==> src/rtl/mipi_csi_pkg.sv <==
// Shared CSI-2 receive definitions: data-type codes, header byte lanes and the
// packet controller state encoding.
package mipi_csi_pkg;

    localparam logic [5:0] DT_LONG_MIN = 6'h10;

    localparam logic [5:0] DT_FS = 6'h00;
    localparam logic [5:0] DT_FE = 6'h01;
    localparam logic [5:0] DT_LS = 6'h02;
    localparam logic [5:0] DT_LE = 6'h03;

    // First header word is {WC_L, DI}, second is {ECC, WC_H}.
    localparam int unsigned HDR_DI_LSB  = 0;
    localparam int unsigned HDR_WCL_LSB = 8;
    localparam int unsigned HDR_WCH_LSB = 0;
    localparam int unsigned HDR_ECC_LSB = 8;

    typedef enum logic [2:0] {
        StIdle,
        StSync,
        StHdr1,
        StPay,
        StCrc,
        StFlush
    } state_e;

endpackage

==> src/rtl/mipi_csi_rx_packet_ctrl.sv <==
// Arms the per-lane byte aligner for each HS burst and parses its aligned words
// into a CSI-2 header plus byte-enabled payload stream.
module mipi_csi_rx_packet_ctrl
    import mipi_csi_pkg::*;
#(
    parameter int unsigned MIPI_GEAR    = 16,
    parameter int unsigned SYNC_TIMEOUT = 64,
    parameter int unsigned RESET_HOLD   = 4
) (
    input  logic                 clk_i,
    input  logic                 reset_n_i,
    input  logic                 hs_active_i,
    input  logic [MIPI_GEAR-1:0] aligned_i,
    input  logic                 aligned_valid_i,
    output logic                 aligner_reset_o,
    output logic                 pkt_start_o,
    output logic [5:0]           data_type_o,
    output logic [1:0]           vc_o,
    output logic [15:0]          word_count_o,
    output logic                 long_pkt_o,
    output logic [MIPI_GEAR-1:0] payload_o,
    output logic [1:0]           payload_be_o,
    output logic                 payload_valid_o,
    output logic                 payload_last_o,
    output logic                 pkt_done_o,
    output logic                 err_sync_o,
    output logic                 err_trunc_o
);

    if (MIPI_GEAR != 16) begin : g_gear_check
        $error("mipi_csi_rx_packet_ctrl: only MIPI_GEAR = 16 is supported");
    end

    localparam int unsigned TW = $clog2(SYNC_TIMEOUT + 1);
    localparam int unsigned HW = $clog2(RESET_HOLD + 1);

    state_e        state_q;
    logic [TW-1:0] tmo_q;
    logic [HW-1:0] hold_q;
    logic [15:0]   rem_q;
    logic [7:0]    di_q;
    logic [7:0]    wc_l_q;
    logic          short_done_q;

    logic [15:0] hdr_wc;
    logic        hdr_long;
    logic        in_pkt;

    assign hdr_wc   = {aligned_i[HDR_WCH_LSB +: 8], wc_l_q};
    assign hdr_long = (di_q[5:0] >= DT_LONG_MIN);
    assign in_pkt   = (state_q == StHdr1) || (state_q == StPay) || (state_q == StCrc);

    always_ff @(posedge clk_i or negedge reset_n_i) begin
        if (!reset_n_i) begin
            state_q         <= StIdle;
            tmo_q           <= '0;
            hold_q          <= '0;
            rem_q           <= '0;
            di_q            <= '0;
            wc_l_q          <= '0;
            short_done_q    <= 1'b0;
            aligner_reset_o <= 1'b1;
            pkt_start_o     <= 1'b0;
            data_type_o     <= '0;
            vc_o            <= '0;
            word_count_o    <= '0;
            long_pkt_o      <= 1'b0;
            payload_o       <= '0;
            payload_be_o    <= '0;
            payload_valid_o <= 1'b0;
            payload_last_o  <= 1'b0;
            pkt_done_o      <= 1'b0;
            err_sync_o      <= 1'b0;
            err_trunc_o     <= 1'b0;
        end else begin
            pkt_start_o     <= 1'b0;
            payload_valid_o <= 1'b0;
            payload_last_o  <= 1'b0;
            pkt_done_o      <= 1'b0;
            err_sync_o      <= 1'b0;
            err_trunc_o     <= 1'b0;

            // Losing HS inside a packet beats any word presented in the same cycle.
            if (in_pkt && !hs_active_i) begin
                err_trunc_o     <= 1'b1;
                aligner_reset_o <= 1'b1;
                state_q         <= StFlush;
            end else begin
                unique case (state_q)
                    StIdle: begin
                        aligner_reset_o <= 1'b1;
                        if (hold_q != '0) begin
                            hold_q <= hold_q - HW'(1);
                        end else if (hs_active_i) begin
                            aligner_reset_o <= 1'b0;
                            tmo_q           <= '0;
                            state_q         <= StSync;
                        end
                    end
                    StSync: begin
                        if (!hs_active_i) begin
                            aligner_reset_o <= 1'b1;
                            state_q         <= StFlush;
                        end else if (aligned_valid_i) begin
                            di_q    <= aligned_i[HDR_DI_LSB +: 8];
                            wc_l_q  <= aligned_i[HDR_WCL_LSB +: 8];
                            state_q <= StHdr1;
                        end else if (tmo_q == TW'(SYNC_TIMEOUT - 1)) begin
                            err_sync_o      <= 1'b1;
                            aligner_reset_o <= 1'b1;
                            state_q         <= StFlush;
                        end else begin
                            tmo_q <= tmo_q + TW'(1);
                        end
                    end
                    StHdr1: begin
                        if (aligned_valid_i) begin
                            pkt_start_o  <= 1'b1;
                            data_type_o  <= di_q[5:0];
                            vc_o         <= di_q[7:6];
                            word_count_o <= hdr_wc;
                            long_pkt_o   <= hdr_long;
                            if (!hdr_long || hdr_wc == 16'd0) begin
                                // Completion is reported from FLUSH, one cycle after the header.
                                short_done_q    <= 1'b1;
                                aligner_reset_o <= 1'b1;
                                state_q         <= StFlush;
                            end else begin
                                rem_q   <= hdr_wc;
                                state_q <= StPay;
                            end
                        end
                    end
                    StPay: begin
                        if (aligned_valid_i) begin
                            payload_o       <= aligned_i;
                            payload_valid_o <= 1'b1;
                            if (rem_q >= 16'd2) begin
                                payload_be_o   <= 2'b11;
                                rem_q          <= rem_q - 16'd2;
                                payload_last_o <= (rem_q == 16'd2);
                            end else begin
                                payload_be_o   <= 2'b01;
                                rem_q          <= 16'd0;
                                payload_last_o <= 1'b1;
                            end
                            // Even WC leaves a whole CRC word; odd WC leaves CRC high in one more word.
                            if (rem_q <= 16'd2) begin
                                state_q <= StCrc;
                            end
                        end
                    end
                    StCrc: begin
                        if (aligned_valid_i) begin
                            pkt_done_o      <= 1'b1;
                            aligner_reset_o <= 1'b1;
                            state_q         <= StFlush;
                        end
                    end
                    StFlush: begin
                        aligner_reset_o <= 1'b1;
                        hold_q          <= HW'(RESET_HOLD);
                        pkt_done_o      <= short_done_q;
                        short_done_q    <= 1'b0;
                        state_q         <= StIdle;
                    end
                    default: begin
                        aligner_reset_o <= 1'b1;
                        state_q         <= StFlush;
                    end
                endcase
            end
        end
    end

endmodule

==> config.mk <==
export PLATFORM = sky130hd
export DESIGN_NAME = mipi_csi_rx_packet_ctrl
export DESIGN_NICKNAME = d
export VERILOG_FILES = /design/src/rtl/mipi_csi_pkg.sv /design/src/rtl/mipi_csi_rx_packet_ctrl.sv
export SDC_FILE = /design/constraint.sdc
export NUM_CORES = 1
export LEC_CHECK = 0
export BUFFER_PORTS_ARGS = -buffer_cell sky130_fd_sc_hd__buf_2
export CAP_MARGIN = 20
export CORE_MARGIN = 5
export CORE_UTILIZATION = 30
export CTS_CLUSTER_SIZE = 12
export DETAILED_ROUTE_END_ITERATION = 7
export GPL_ROUTABILITY_DRIVEN = 0
export PLACE_DENSITY_LB_ADDON = 0.05
export SLEW_MARGIN = 20
export SYNTH_ARGS = -nofsm -noshare
export SYNTH_HDL_FRONTEND = slang
export SYNTH_SLANG_ARGS = --single-unit
export TNS_END_PERCENT = 30
==> constraint.sdc <==
create_clock -name clk_i -period 2.7 [get_ports clk_i]
set_input_delay 0.54 -clock clk_i [delete_from_list [all_inputs] [get_ports clk_i]]
set_output_delay 0.54 -clock clk_i [all_outputs]
set_load 0.02 [all_outputs]
==> Word level (Yosys, flattened, before mapping) <==
Cells that the tools add are included.
{ "classes": {"n_mux": 54, "add_sub_neg": 3, "reduce_logical": 22, "n_bitwise": 1, "n_eq_ne": 28, "order_cmp": 3} }
{ "op_table": {"columns": ["operator", "count"], "rows": [
  ["$mux W16", 4],
  ["$mux W3", 12],
  ["$mux W7", 5],
  ["$pmux W16 S2", 1],
  ["$mux W1", 25],
  ["$ne A2 B2 Y1 const B", 9],
  ["$pmux W3 S6", 1],
  ["$eq A16 B2 Y1 const B", 1],
  ["$ge A16 B2 Y1 const B", 1],
  ["$le A16 B2 Y1 const B", 1],
  ["$logic_not A16 Y1", 1],
  ["$sub A16 B2 Y16 const B", 1],
  ["$pmux W7 S2", 1],
  ["$reduce_and A7 Y1", 2],
  ["$ne A3 B2 Y1 const B", 3],
  ["$reduce_and A3 Y1", 3],
  ["$ne A4 B4 Y1 const B", 2],
  ["$reduce_and A4 Y1", 2],
  ["$reduce_bool A2 Y1", 4],
  ["$add A7 B1 Y7 const B", 1],
  ["$eq A7 B6 Y1 const B", 1],
  ["$eq A3 B2 Y1 const B", 2],
  ["$eq A3 B3 Y1 const B", 2],
  ["$ge A6 B5 Y1 const B", 1],
  ["other kinds (18)", 25]
]} }
{ "word_totals": {"word_cells": 131, "register_bits": 96, "output_inout_bits": 50, "in_bits": 20} }

==> Depth between registers and ports, before layout <==
Gate-level depths: netlist of the first run.
{ "depth": {"word_depth": 7, "mapped_depth": 9, "mapped_depth_nobuf": 7} }

==> Worst setup path before layout of the first run <==
OpenSTA, ideal clock, no wires.
{ "synth_path": {"path_kind": "flip-flop to flip-flop", "from": "register tmo_q[0]", "to": "register state_q[1]", "t_required_ps": 2572, "stages_incl_launch_ff": 6, "synth_period_minus_slack_ps": 1869, "path_buffers": 0, "setup_ps": 128, "arrival_ps": 1742, "slack_ps": 831, "cell_sequence": "dfrtp_1 > ha_1 > nand3_1 > or2_2 > a221oi_2 > mux2_1"} }
{ "synth_via": {"elab_chain_cells": 3} }
{ "synth_rtl": {"columns": ["element", "line_no", "rtl"], "rows": [
  ["from (decl)", "mipi_csi_rx_packet_ctrl.sv:38", "logic [TW-1:0] tmo_q;"],
  ["from (signal assigned)", "mipi_csi_rx_packet_ctrl.sv:113", "tmo_q <= tmo_q + TW'(1);"],
  ["$eq A7 B6 Y1", "mipi_csi_rx_packet_ctrl.sv:108", "end else if (tmo_q == TW'(SYNC_TIMEOUT - 1)) begin"],
  ["$ne A5 B5 Y1 (no line)", null, null],
  ["$reduce_and A7 Y1 (no line)", null, null],
  ["to (signal assigned)", "mipi_csi_rx_packet_ctrl.sv:103", "state_q <= StFlush;"],
  ["to (signal assigned)", "mipi_csi_rx_packet_ctrl.sv:107", "state_q <= StHdr1;"],
  ["to (signal assigned)", "mipi_csi_rx_packet_ctrl.sv:111", "state_q <= StFlush;"],
  ["to (decl)", "mipi_csi_rx_packet_ctrl.sv:37", "state_e state_q;"]
]} }
Every way passes these cells.
A chain may end at the register's enable or synchronous reset.

==> Worst setup path in the final report of the first run <==
{ "layout_path": {"from": "register state_q[1]", "to": "register rem_q[8]"} }
{ "layout_via": {"elab_chain_cells": 6, "elab_cells_between_ends": 13, "cone_classes": "eq/ne (6); mux (1); bitwise (1); reduce/logical (5)"} }
{ "layout_rtl": {"columns": ["element", "line_no", "rtl"], "rows": [
  ["from (signal assigned)", "mipi_csi_rx_packet_ctrl.sv:55", "state_q <= StIdle;"],
  ["from (signal assigned)", "mipi_csi_rx_packet_ctrl.sv:87", "state_q <= StFlush;"],
  ["from (signal assigned)", "mipi_csi_rx_packet_ctrl.sv:97", "state_q <= StSync;"],
  ["$eq A3 B2 Y1", "mipi_csi_rx_packet_ctrl.sv:51, mipi_csi_rx_packet_ctrl.sv:89", null],
  ["$logic_or A1 B1 Y1 (2 in series)", "mipi_csi_rx_packet_ctrl.sv:51", "assign in_pkt = (state_q == StHdr1) || (state_q == StPay) || (state_q == StCrc);"],
  ["$logic_and A1 B1 Y1", "mipi_csi_rx_packet_ctrl.sv:84", "if (in_pkt && !hs_active_i) begin"],
  ["$not A1 Y1 (no line)", null, null],
  ["$reduce_and A5 Y1 (no line)", null, null],
  ["to (signal assigned)", "mipi_csi_rx_packet_ctrl.sv:129", "rem_q <= hdr_wc;"],
  ["to (signal assigned)", "mipi_csi_rx_packet_ctrl.sv:140", "rem_q <= rem_q - 16'd2;"],
  ["to (decl)", "mipi_csi_rx_packet_ctrl.sv:40", "logic [15:0] rem_q;"]
]} }
Several ways; a longest one is shown, not always the timed one.

==> flow_summary_export.csv, run 1 <==
group,metric,value,unit
global_routing,grt_pass1_wl,19200,um
timing,grt_setup_unrepaired,"false",
worst_setup_path,cp-start-kind,"flip-flop",
status,status,"completed",
synth,synth_compound_area_share,13.2,%
detailed_routing,wl_met2,5620,um
layout,seq_area,2400,um^2
layout,area_growth,19.7,%
clock_network,cts_setup_buffers,0,
timing,hold_ws,0.0476,ns
synth,synth_mux_area_share,10.8,%
detailed_routing,via_per_inst,5.01,
layout,diodes,0,
clock_network,path_clk_slew,0.07,ns
synth,yosysWarnings,0,
clock_network,h-tree-depth,3,
clock_network,clock_latency,0.35,ns
worst_setup_path,r2r_slack,0.54,ns
synth,synth_cell_types,63,
worst_setup_path,critPathBufInv,0,
synth,ys_async_sr_fraction,100,%
layout,drive_gt1_share,31.5,%
power,leakage,2.57,nW
worst_setup_path,crit_fanout,14,
timing,period_share,79.9,%
timing,worst_slew_pin_slew,0.671,ns
timing,finalMaxSlewViolations,0,
global_routing,grt_pass1_vias,3494,
detailed_routing,wl_met1,5320,um
worst_setup_path,crit_arrival,2.39,ns
synth,synthAdderAreaFrac,1.12,%
synth,mappedNetlistArea,4460,um^2
timing,fin_skew,0.00612,ns
worst_setup_path,crit_family,"compound AO/OA/AOI/OAI gates",
worst_hold_path,min_path_type,"input port to async pin",
detailed_routing,drt-total-wl,11500,um
clock_network,postCtsHoldBufs,0,
worst_setup_path,r2r_cells,5,
worst_setup_path,critical_path.slowest_cell,"dfrtp_1",
floorplan,ios,70,
detailed_routing,drcViolationCount,0,
synth,synth_flop_cell,"dfrtp_1",
placement,hpwl,8070,um
synth,ys_seq_area_share,53.9,%
worst_setup_path,critical-path-max-stage-delay,0.62,ns
detailed_routing,antenna_left,0,
synth,synth_edf_count,0,
layout,n_fill_cell,1515,
synth,synth_xor_area_share,0,%
floorplan,initial_core_util,30.7,%
detailed_routing,highest_layer,"met4",
timing,min_period,2.16,ns
timing,setup_viol,0,
timing,max_slew_margin,54.6,%
flow_run,cap_violations,0,
timing,finalSetupTns,0,ns
layout,final_cell_mix,"95 x dfrtp_1, 71 x nand2_1, 68 x buf_2, 40 x mux2_2, 31 x o21ai_0",
global_routing,grt_usage,13.6,%
clock_network,root_buffer,"clkbuf_16",
detailed_routing,wl_per_cell,17.0,um
floorplan,die_h,132,um
synth,synth-seq-cells,96,
timing,fmax,0.464,GHz
detailed_routing,first_iter_violations,200,
power,ir_drop,0.503,mV
worst_setup_path,r2r-end,"rem_q[8]",
worst_setup_path,cp_cell_sequence,"or2b_2 -> nor3_4 -> a21o_1 -> o21ai_0 -> a22o_1",
floorplan,dieWidth,132,um
clock_network,cts_num_sinks,96,
global_routing,grt_start_max_net_pins,37,
detailed_routing,vias,3387,
worst_setup_path,criticalPathCategory,"flip-flop to flip-flop",
placement,port_buffers,69,
synth,synth.avg_cell_area,10.7,um^2
floorplan,core,14500,um^2
floorplan,die_area,17400,um^2
clock_network,max-clock-path-buffers,2,
worst_setup_path,r2r_start,"state_q[1]",
synth,synth_top_family_by_area,"simple AND/OR/NAND/NOR gates",
layout,nets,511,
detailed_routing,first_pass_iters,4,
clock_network,numCtsBuffers,9,
layout,multi_input_area,1890,um^2
worst_setup_path,worstSetupEndpointType,"flip-flop",
synth,syn_inst,415,
worst_setup_path,crit_required,2.94,ns
power,power_density,1090,nW/um^2
timing,hold_violations,0,
clock_network,postCtsResizedCells,0,
clock_network,cts_tree,"yes",
synth,syn_nets,439,
layout,final_common_cell,"dfrtp_1",
detailed_routing,wl_met3,447,um
floorplan,rows,44,
synth,synth-simple-area-share,17.3,%
global_routing,antenna_found_initial,0,
global_routing,gr-total-overflow,0,
-- metrics by stage --
step           area (um^2)  instances  power, mW  util, %  setup slack [ns]
2_1_floorplan         4460        415       3.80        -             0.831
6_report              5340        676       5.82     36.7             0.543
3_5_place_dp          5020        660       4.48     34.5             0.439
4_1_cts               5340        676       5.92     36.7             0.544
3_3_place_gp          5020        660       4.46     34.5             0.488
5_1_grt               5340        676       6.24     36.7             0.362
-- cell families after synthesis --
logic type / count (synthesis)
AOI/OAI and AO/OA: 90
buffers and inverters: 30
muxes: 43
DFF: 96
and+or+nand+nor: 152
adders and majority gates: 4
-- cells in the mapped netlist (all sizes together), types with 2 or more instances --
cell type  instances  area [um^2]
nor4               8         65.1
nor3              12         76.3
ha                 4         50.1
o22ai              2         12.5
nand3              7         35.0
buf               15          105
o21ai             33          165
nand2b             4         25.0
a31oi              2         12.5
a21o               3         22.5
a211oi             2         15.0
a22o               4         35.0
o2bb2ai            4         35.0
clkbuf             5         18.8
a21oi             18         97.6
or3                2         17.5
and3               2         13.8
a22oi              3         22.5
inv               10         37.5
nand3b             3         35.0
dfrtp             95         2380
nor2              25          104
or2                2         12.5
and4               2         17.5
nor2b              6         37.5
a32oi              4         35.0
and2               3         18.8
nand2             71          267
o31ai              4         30.0
mux2              42          473
-- final cells by class --
type,count,share of cell area (%)
Sequential cell,96,45.0
Multi-Input combinational cell,289,35.5
Timing Repair Buffer,81,8.44
Clock buffer,11,4.55
Tap cell,184,4.31
Clock inverter,5,1.48
Inverter,10,0.703
-- state kept, by name, indices dropped and copies added, names as in the netlist --
signal	count
aligner_reset_o	1
rem_q	16
word_count_o	16
long_pkt_o	1
hold_q	3
short_done_q	1
state_q	3
payload_valid_o	1
err_sync_o	1
di_q	8
pkt_start_o	1
wc_l_q	8
vc_o	2
payload_be_o	2
pkt_done_o	1
tmo_q	7
payload_last_o	1
payload_o	16
data_type_o	6
err_trunc_o	1
-- report_power, final --
group	switching, mW	total [mW]	leakage (nW)	internal, mW
Clock	0.555	1.39	0.160	0.838
Combinational	1.15	1.98	1.18	0.837
Sequential	0.480	2.44	1.24	1.96
-- how the worst max path moves through the flow --
| stage | to | cells past startpoint | start | slack (ns) |
|---|---|---|---|---|
| floorplan | state_q[1] | 5 | tmo_q[0] | 0.83 |
| detailed placement | rem_q[8] | 6 | aligned_i[6] | 0.44 |
| CTS | data_type_o[1] | 4 | state_q[1] | 0.54 |
| global placement | state_q[1] | 6 | aligned_i[0] | 0.49 |
| finish | rem_q[8] | 5 | state_q[1] | 0.54 |
| global route | state_q[1] | 5 | rem_q[12] | 0.36 |
-- layer usage --
layer / global-route usage (%) / vias up
li1: - / 1634
met4: 4.11 / 0
met5: 0 / -
met3: 3.82 / 7
met1: 17.6 / 1667
met2: 22.3 / 79
Power figures use the tool's default switching activity.
==> run 2, diff against run 1 <==
- clock period: 2.7 -> 1.87 ns (I/O delays scaled with it)
==> flow_summary_export.csv, run 2 (synthesized netlist as in run 1, its figures left out) <==
group,metric,value,unit
floorplan,core,14500,um^2
worst_setup_path,crit_fanout,3,
floorplan,initial_core_util,30.7,%
layout,area_growth,35.4,%
worst_setup_path,worstSetupEndpointType,"flip-flop",
placement,preCtsSetupSlack,-0.158,ns
detailed_routing,drcViolationCount,0,
timing,worst_slew_pin_slew,0.621,ns
placement,hpwl,9050,um
placement,placed_area,5560,um^2
status,status,"finished with violations",
placement,port_buffers,69,
global_routing,grt_pass1_vias,3830,
global_routing,grt_start_max_net_pins,54,
power,ir_drop,0.931,mV
detailed_routing,via_per_inst,4.88,
timing,fmax,0.525,GHz
layout,n_fill_cell,1469,
layout,diodes,0,
floorplan,die_area,17400,um^2
layout,final_cell_mix,"95 x dfrtp_1, 77 x buf_4, 70 x nand2_1, 68 x buf_2, 40 x mux2_2",
timing,hold_ws,0.231,ns
timing,hold_violations,0,
detailed_routing,wl_per_cell,17.0,um
floorplan,rows,44,
global_routing,gr-total-overflow,0,
flow_run,cap_violations,0,
timing,setup_viol,3,
global_routing,grt_usage,15.0,%
timing,max_slew_margin,58.2,%
clock_network,numCtsBuffers,9,
detailed_routing,first_iter_violations,170,
timing,finalSetupTns,-0.0621,ns
worst_hold_path,min_path_type,"input port to flip-flop",
detailed_routing,drt-total-wl,12700,um
timing,fin_ws,-0.0353,ns
layout,largestRegisters,"payload_o (16), rem_q (16), word_count_o (16)",
clock_network,path_clk_slew,0.07,ns
layout,nets,582,
timing,grt_setup_unrepaired,"true",
clock_network,cts_num_sinks,96,
clock_network,h-tree-depth,3,
worst_setup_path,crit_required,2.10,ns
floorplan,dieWidth,132,um
layout,final_common_cell,"dfrtp_1",
detailed_routing,first_pass_iters,4,
clock_network,cts_tree,"yes",
timing,finalMaxSlewViolations,0,
floorplan,die_h,132,um
global_routing,use_met1,18.8,%
worst_setup_path,cp-start-kind,"flip-flop",
global_routing,grt_pass1_wl,21000,um
clock_network,clock_latency,0.35,ns
floorplan,ios,70,
power,power_density,1550,nW/um^2
layout,design_area,6040,um^2
status,violations,"setup timing",
detailed_routing,antenna_left,0,
timing,min_period,1.91,ns
clock_network,max-clock-path-buffers,2,
power,leakage,2.95,nW
global_routing,antenna_found_initial,0,
clock_network,root_buffer,"clkbuf_16",
global_routing,gr-usage-met3,4.08,%
worst_setup_path,criticalPathCategory,"flip-flop to flip-flop",
timing,fin_skew,0.00609,ns
timing,period_share,102,%
worst_setup_path,crit_arrival,2.13,ns
detailed_routing,vias,3648,
layout,drive_gt1_share,43.7,%
global_routing,use_met2,25.9,%
global_routing,busiest_layer,"met2",
[run 2: cell count changes in the layout (fill, tap and decap cells not counted), moves of 3 or more]
cell / delta
buf_12: +4
nor4_2: +3
nor4_1: -4
buf_4: +65
[run 2: final timing paths]
kind,start,endpoint,slack [ns],cells past startpoint
max,rem_q[13],state_q[1],-0.04,6
min,aligned_i[13],payload_o[13],0.23,3
max reg2reg,rem_q[13],state_q[1],-0.04,6
min reg2reg,payload_be_o[0],payload_be_o[0],0.47,1
max in group asynchronous,reset_n_i,payload_o[3],0.77,3
min in group asynchronous,reset_n_i,tmo_q[3],0.47,2
[run 2: cell type report]
class | instances | area, um^2 | area share [%]
multi-input combinational | 289 | 2020 | 33.5
clock buffer | 12 | 256 | 4.25
sequential | 96 | 2400 | 39.8
clock inverter | 4 | 51.3 | 0.849
timing repair buffer | 152 | 1040 | 17.2
inverter | 10 | 37.5 | 0.622
tap | 184 | 230 | 3.81
[run 2: power breakdown]
group	internal [mW]	switching, mW	total (mW)
clock	1.11	0.809	1.92
sequential	2.84	0.527	3.36
combinational	1.95	2.12	4.07
[run 2: through the flow]
| step | power, mW | instances | util, % |
|---|---|---|---|
| after floorplan | 5.48 | 415 | - |
| after global placement | 7.18 | 726 | 38.3 |
| after detailed placement | 7.21 | 726 | 38.3 |
| after CTS | 9.27 | 745 | 40.8 |
| after global routing | 10.0 | 747 | 41.6 |
| final | 9.35 | 747 | 41.6 |
[run 2: critical path: stages, from the launching register on]
cell and delay (ns):
dfrtp_1 0.40, nor4_2 0.29, buf_4 0.16, and4_4 0.22, o22ai_2 0.07, a221oi_4 0.31
mux2_4 0.33
[run 2: layer usage]
layer | vias up | share of wire [%]
met5 | - | 0
met4 | 0 | 0.96
met3 | 7 | 3.6
met2 | 66 | 51
met1 | 1817 | 45
li1 | 1758 | -
[run 2: what timing repair did]
item	4_1_cts	5_1_grt
setup buffers	2	2
pin swaps	4	9
endpoints found under the hold margin	21	0
hold buffers	1	0
endpoints found under the setup margin	10	41
resized for setup	7	23
